`src/rtl/sram_stream_reader.sv`:
```
// Streams a (base, count) run of rows out of the 1-cycle registered-read row SRAM onto a valid/ready port.
// Define SRAM_STREAM_READER_PERF_EN to add the stall_cycles backpressure counter port.
module sram_stream_reader #(
  parameter int WIDTH        = 512,
  parameter int LOG_NUM_ROWS = 9
) (
  input  logic                    clk,
  input  logic                    reset,
  input  logic                    req_valid,
  output logic                    req_ready,
  input  logic [LOG_NUM_ROWS-1:0] req_base,
  input  logic [LOG_NUM_ROWS:0]   req_count,
  output logic [LOG_NUM_ROWS-1:0] readAddr,
  input  logic [WIDTH-1:0]        readData,
  output logic                    out_valid,
  input  logic                    out_ready,
  output logic [WIDTH-1:0]        out_data,
  output logic                    out_last,
  output logic                    busy,
  output logic                    done,
  output logic [1:0]              stateDbg
`ifdef SRAM_STREAM_READER_PERF_EN
  ,
  output logic [31:0]             stall_cycles
`endif
);

  // Handshakes: a transfer happens on a rising edge where valid && ready are both high;
  // valid never waits on ready, and the payload is held stable while valid && !ready.

  localparam int NUM_ROWS = 2 ** LOG_NUM_ROWS;
  localparam logic [LOG_NUM_ROWS-1:0] LAST_ROW = LOG_NUM_ROWS'(NUM_ROWS - 1);
  localparam logic [LOG_NUM_ROWS:0]   ONE_ROW  = (LOG_NUM_ROWS + 1)'(1);

  typedef enum logic [1:0] {
    IDLE  = 2'd0,
    RUN   = 2'd1,
    DRAIN = 2'd2
  } stateT;

  stateT state;
  stateT stateNext;

  logic [LOG_NUM_ROWS-1:0] addr;
  logic [LOG_NUM_ROWS:0]   remaining;
  logic                    inFlight;
  logic                    inFlightLast;
  logic                    doneReg;

  logic [WIDTH-1:0] fifoData [2];
  logic             fifoLast [2];
  logic             wrPtr;
  logic             rdPtr;
  logic [1:0]       fifoCount;

  logic accept;
  logic issue;
  logic doneNext;
  logic pop;
  logic push;
  logic headLast;
  logic roomForIssue;

  assign out_valid = (fifoCount != 2'd0);
  assign pop       = out_valid && out_ready;
  assign push      = inFlight;
  assign headLast  = fifoLast[rdPtr];

  // Rows already buffered or still in the SRAM pipe must leave room for one more.
  assign roomForIssue = ({1'b0, fifoCount} + {2'b00, inFlight}) < (3'd2 + {2'b00, pop});

  always_ff @(posedge clk or posedge reset) begin
    if (reset) state <= IDLE;
    else       state <= stateNext;
  end

  always_comb begin
    stateNext = state;
    accept    = 1'b0;
    issue     = 1'b0;
    doneNext  = 1'b0;
    case (state)
      IDLE: begin
        if (req_valid) begin
          accept = 1'b1;
          if (req_count == '0) doneNext = 1'b1;
          else                 stateNext = RUN;
        end
      end
      RUN: begin
        if ((remaining != '0) && roomForIssue) begin
          issue = 1'b1;
          if (remaining == ONE_ROW) stateNext = DRAIN;
        end
      end
      DRAIN: begin
        if (pop && headLast) begin
          doneNext  = 1'b1;
          stateNext = IDLE;
        end
      end
      default: stateNext = IDLE;
    endcase
  end

  always_ff @(posedge clk or posedge reset) begin
    if (reset) begin
      addr         <= '0;
      remaining    <= '0;
      inFlight     <= 1'b0;
      inFlightLast <= 1'b0;
      doneReg      <= 1'b0;
    end else begin
      doneReg      <= doneNext;
      inFlight     <= issue;
      inFlightLast <= issue && (remaining == ONE_ROW);
      if (accept) begin
        addr      <= req_base;
        remaining <= req_count;
      end else if (issue) begin
        addr      <= (addr == LAST_ROW) ? '0 : addr + 1'b1;
        remaining <= remaining - ONE_ROW;
      end
    end
  end

  // Two-entry output buffer; pushes come straight from the SRAM read pipe.
  always_ff @(posedge clk or posedge reset) begin
    if (reset) begin
      for (int i = 0; i < 2; i++) begin
        fifoData[i] <= '0;
        fifoLast[i] <= 1'b0;
      end
      wrPtr     <= 1'b0;
      rdPtr     <= 1'b0;
      fifoCount <= 2'd0;
    end else begin
      if (push) begin
        fifoData[wrPtr] <= readData;
        fifoLast[wrPtr] <= inFlightLast;
        wrPtr           <= ~wrPtr;
      end
      if (pop) rdPtr <= ~rdPtr;
      case ({push, pop})
        2'b10:   fifoCount <= fifoCount + 2'd1;
        2'b01:   fifoCount <= fifoCount - 2'd1;
        default: fifoCount <= fifoCount;
      endcase
    end
  end

`ifdef SRAM_STREAM_READER_PERF_EN
  always_ff @(posedge clk or posedge reset) begin
    if (reset) begin
      stall_cycles <= '0;
    end else if (accept) begin
      stall_cycles <= '0;
    end else if (out_valid && !out_ready && (stall_cycles != 32'hFFFF_FFFF)) begin
      stall_cycles <= stall_cycles + 32'd1;
    end
  end
`endif

  // req_ready is gated by reset directly so it reads 0 for the whole reset window.
  assign req_ready = (state == IDLE) && !reset;
  assign readAddr  = addr;
  assign out_data  = fifoData[rdPtr];
  assign out_last  = headLast;
  assign busy      = (state != IDLE);
  assign done      = doneReg;
  assign stateDbg  = state;

endmodule

```
`config.mk`:
```
export PLATFORM = sky130hd
export DESIGN_NAME = sram_stream_reader
export DESIGN_NICKNAME = d
export VERILOG_FILES = /design/src/rtl/sram_stream_reader.sv
export SDC_FILE = /design/constraint.sdc
export NUM_CORES = 2
export LEC_CHECK = 0
export BUFFER_PORTS_ARGS = -buffer_cell sky130_fd_sc_hd__buf_2
export CELL_PAD_IN_SITES_DETAIL_PLACEMENT = 2
export CELL_PAD_IN_SITES_GLOBAL_PLACEMENT = 2
export CORE_AREA = 4 4 407 409
export DETAILED_ROUTE_END_ITERATION = 8
export DIE_AREA = 0 0 411 413
export GPL_ROUTABILITY_DRIVEN = 1
export GPL_TIMING_DRIVEN = 1
export PLACE_DENSITY = 0.61
export SYNTH_ARGS = -nofsm -noshare
export SYNTH_HDL_FRONTEND = slang
export SYNTH_SLANG_ARGS = --single-unit
```
`constraint.sdc`:
```
create_clock -name clk -period 36.8 [get_ports clk]
set_clock_uncertainty 0.1 [all_clocks]
set_input_delay 1.84 -clock clk [delete_from_list [all_inputs] [get_ports clk]]
set_output_delay 1.84 -clock clk [all_outputs]
set_load 0.02 [all_outputs]
```
==> flow_metrics.py <==
metrics = {
    "setup_path": {
        "cp_max_fo": 129,
        "r2r_slack_ns": 32.27,
        "cp_data_arrival_time_ns": 6.87,
        "rr_endpoint": "fifoData[980]",
        "r2r-start": "inFlight",
        "crit_type": "in -> async",
        "worst_setup_path_start_kind": "primary input",
        "crit_path_end_kind": "asynchronous set/reset pin",
        "crit_required_ns": 37.45,
        "ff2ff_path_depth": 7,
    },
    "floorplanning": {
        "die_h_um": 413,
        "die-area_sq_mm": 0.170,
        "die_w_um": 411,
        "row_count": 148,
        "coreArea_sq_mm": 0.162,
        "ioPinCount": 1063,
        "start_util": 0.281,
    },
    "placement": {
        "port_buffers": 1062,
        "placed_area_sq_mm": 0.0530,
        "hpwl_um": 108000,
        "place_ws_ns": 29.51,
        "gp_congestion": 0.779,
    },
    "min_path": {
        "hold_start": "fifoData[489]",
        "hold_path_depth": 1,
        "hold_path_end": "fifoData[489]",
        "hold_path_class": "reg -> reg",
    },
    "clock_tree": {
        "cts-resized-gates": 0,
        "ctsHtreeMaxLevel": 4,
        "hold_buffers": 0,
        "cts.sinks": 1054,
        "cts-root-buf": "clkbuf_16",
        "clock_latency_ns": 0.75,
        "clockBufferDepth": 3,
        "cts_made_buffers": 130,
        "clkTransAtPathRegs_ns": 0.05,
        "cts_setup_buffers": 0,
        "cts_tree": "yes",
    },
    "yosys": {
        "syn_nets": 3465,
        "synth-seq-area-share": 0.580,
        "synth_area_sq_mm": 0.0455,
        "yosysUniqueCellTypes": 40,
        "synth_async_sr_flop_share": 1.00,
        "ys_warn_count": 0,
        "syn_area_per_cell_sq_um": 15.6,
        "synth_edf_count": 0,
        "synth.area.top_cells": "dfrtp_1, mux2_2, buf_2",
        "synthFlopType": "dfrtp_1",
        "syn_inst": 2922,
        "synth_top_cell_by_area": "dfrtp_1",
        "synth_top_area_frac": 0.580,
        "ys_ff_latch": 1054,
        "synth_common_cells": "mux2_2, dfrtp_1, buf_2",
        "synth.most_common_cell": "mux2_2",
    },
    "route": {
        "wirelength_um": 151000,
        "postRouteAntennaNets": 0,
        "drc_errors": 0,
        "wl_per_cell_um": 24.0,
        "vias": 29000,
        "drtIter0Drc": 1013,
        "vias_per_cell": 4.59,
        "firstDrtPassIters": 4,
    },
    "run_status": {
        "status": "finished, final reports clean",
    },
    "layout": {
        "final_nets": 4510,
        "drive_gt1_frac": 0.699,
        "fin_util": 0.354,
        "area_delta_synth_final_pct": 26.0,
        "stdcell_area_sq_mm": 0.0573,
    },
    "power": {
        "finalPower_mw": 6.50,
        "ir_drop_mv": 0.0736,
        "powerDensity_mw_per_mm2": 113,
        "cellLeakagePower_nw": 25.2,
    },
    "timing": {
        "fin_ws_ns": 30.58,
        "rsz0062_at_grt": "false",
        "maxSlewViolCount": 0,
        "fin_crit_sh": 0.169,
        "finalSetupTns_ns": 0,
        "hold_violations": 0,
        "min_period_ns": 6.22,
        "finalSetupViolations": 0,
        "slew_headroom": 0.280,
        "max_freq_mhz": 161,
        "worstMarginPinSlew_ns": 1.08,
    },
    "grt": {
        "grt_pass1_wl_um": 221000,
        "grt_start_max_net_pins": 157,
        "antenna_found_initial": 119,
        "grt_pass1_vias": 32700,
        "grt_remaining_overflow": 0,
        "grtUsageTotal": 0.174,
    },
    "job": {
        "cap_viol_max_count": 0,
    },
}
-- stage by stage --
stage | hold WS [ns] | std cells
finish | 0.398 | 6306
global route | 0.411 | 6271
CTS | 0.403 | 6233
detailed placement | 0.388 | 6010
global placement | 0.381 | 6010
floorplan | 0.374 | 2922
-- metal layers --
layer | global-route usage | routed length, um | vias to the layer above
met1 | 0.193 | 57400 | 15100
li1 | - | - | 12700
met5 | 0.00460 | 386 | -
met2 | 0.295 | 76300 | 815
met3 | 0.0671 | 11400 | 321
met4 | 0.0754 | 5950 | 58
-- power breakdown --
group	switching (mW)	internal (mW)
registers	0.303	1.77
clock network	0.509	0.747
logic	1.72	1.46
total	2.53	3.97
-- flip-flops by register name, summed over array words and instances, names as in the netlist --
register      flops
fifoData       1024
inFlightLast      1
readAddr          9
done              1
remaining        10
fifoLast          2
inFlight          1
fifoCount         2
wrPtr             1
rdPtr             1
stateDbg          2
-- cell type report --
class,count,area (sq um)
fill,16700,105000
sequential,1054,26400
multi-input combinational,1679,18200
timing repair buffer,1094,5630
clock buffer,195,3870
tap,2175,2720
clock inverter,28,293
antenna,73,183
inverter,8,37.5
-- cells by family (layout without fill, tap and decap cells) --
| logic type | Yosys count | in the layout | synth area share |
|---|---|---|---|
| fa+ha+maj | 8 | 8 | 0.00220 |
| simple gates | 87 | 87 | 0.0105 |
| mux | 1541 | 1541 | 0.381 |
| other cells | 0 | 73 | 0 |
| buf+inv | 189 | 1325 | 0.0203 |
| flops | 1054 | 1054 | 0.580 |
| xor+xnor | 7 | 7 | 0.00135 |
| compound gates | 36 | 36 | 0.00489 |
-- placed cells by master, fill, tap and decap left out, drive strengths merged, types with 3 or more instances in the layout --
cell and count:
a21oi 5, a31oi 12, and3 5, buf 1094, bufinv 3, clkbuf 195, clkinv 13, dfrtp 1054
diode 73, ha 8, inv 19, mux2 1539, nand2 11, nand3 12, nor2 24, nor3 9
nor3b 3, nor4 6, o21ai 12, or4 6, xnor2 4, xor2 3
-- worst max-delay path: stages --
cell	delay [ns]
buf_2	0.14
inv_8	0.62
buf_4	0.79
buf_4	0.74
buf_4	0.77
buf_4	0.83
buf_4	0.82
-- worst max path at each step --
stage	slack (ns)	endpoint	start
finish	30.58	fifoData[427]	reset
global route	29.76	fifoData[427]	reset
CTS	30.34	fifoData[427]	reset
detailed placement	29.51	fifoData[196]	reset
global placement	29.57	fifoData[196]	reset
floorplan	5.19	done	reset
No activity file was read; power rests on OpenSTA's default activity.
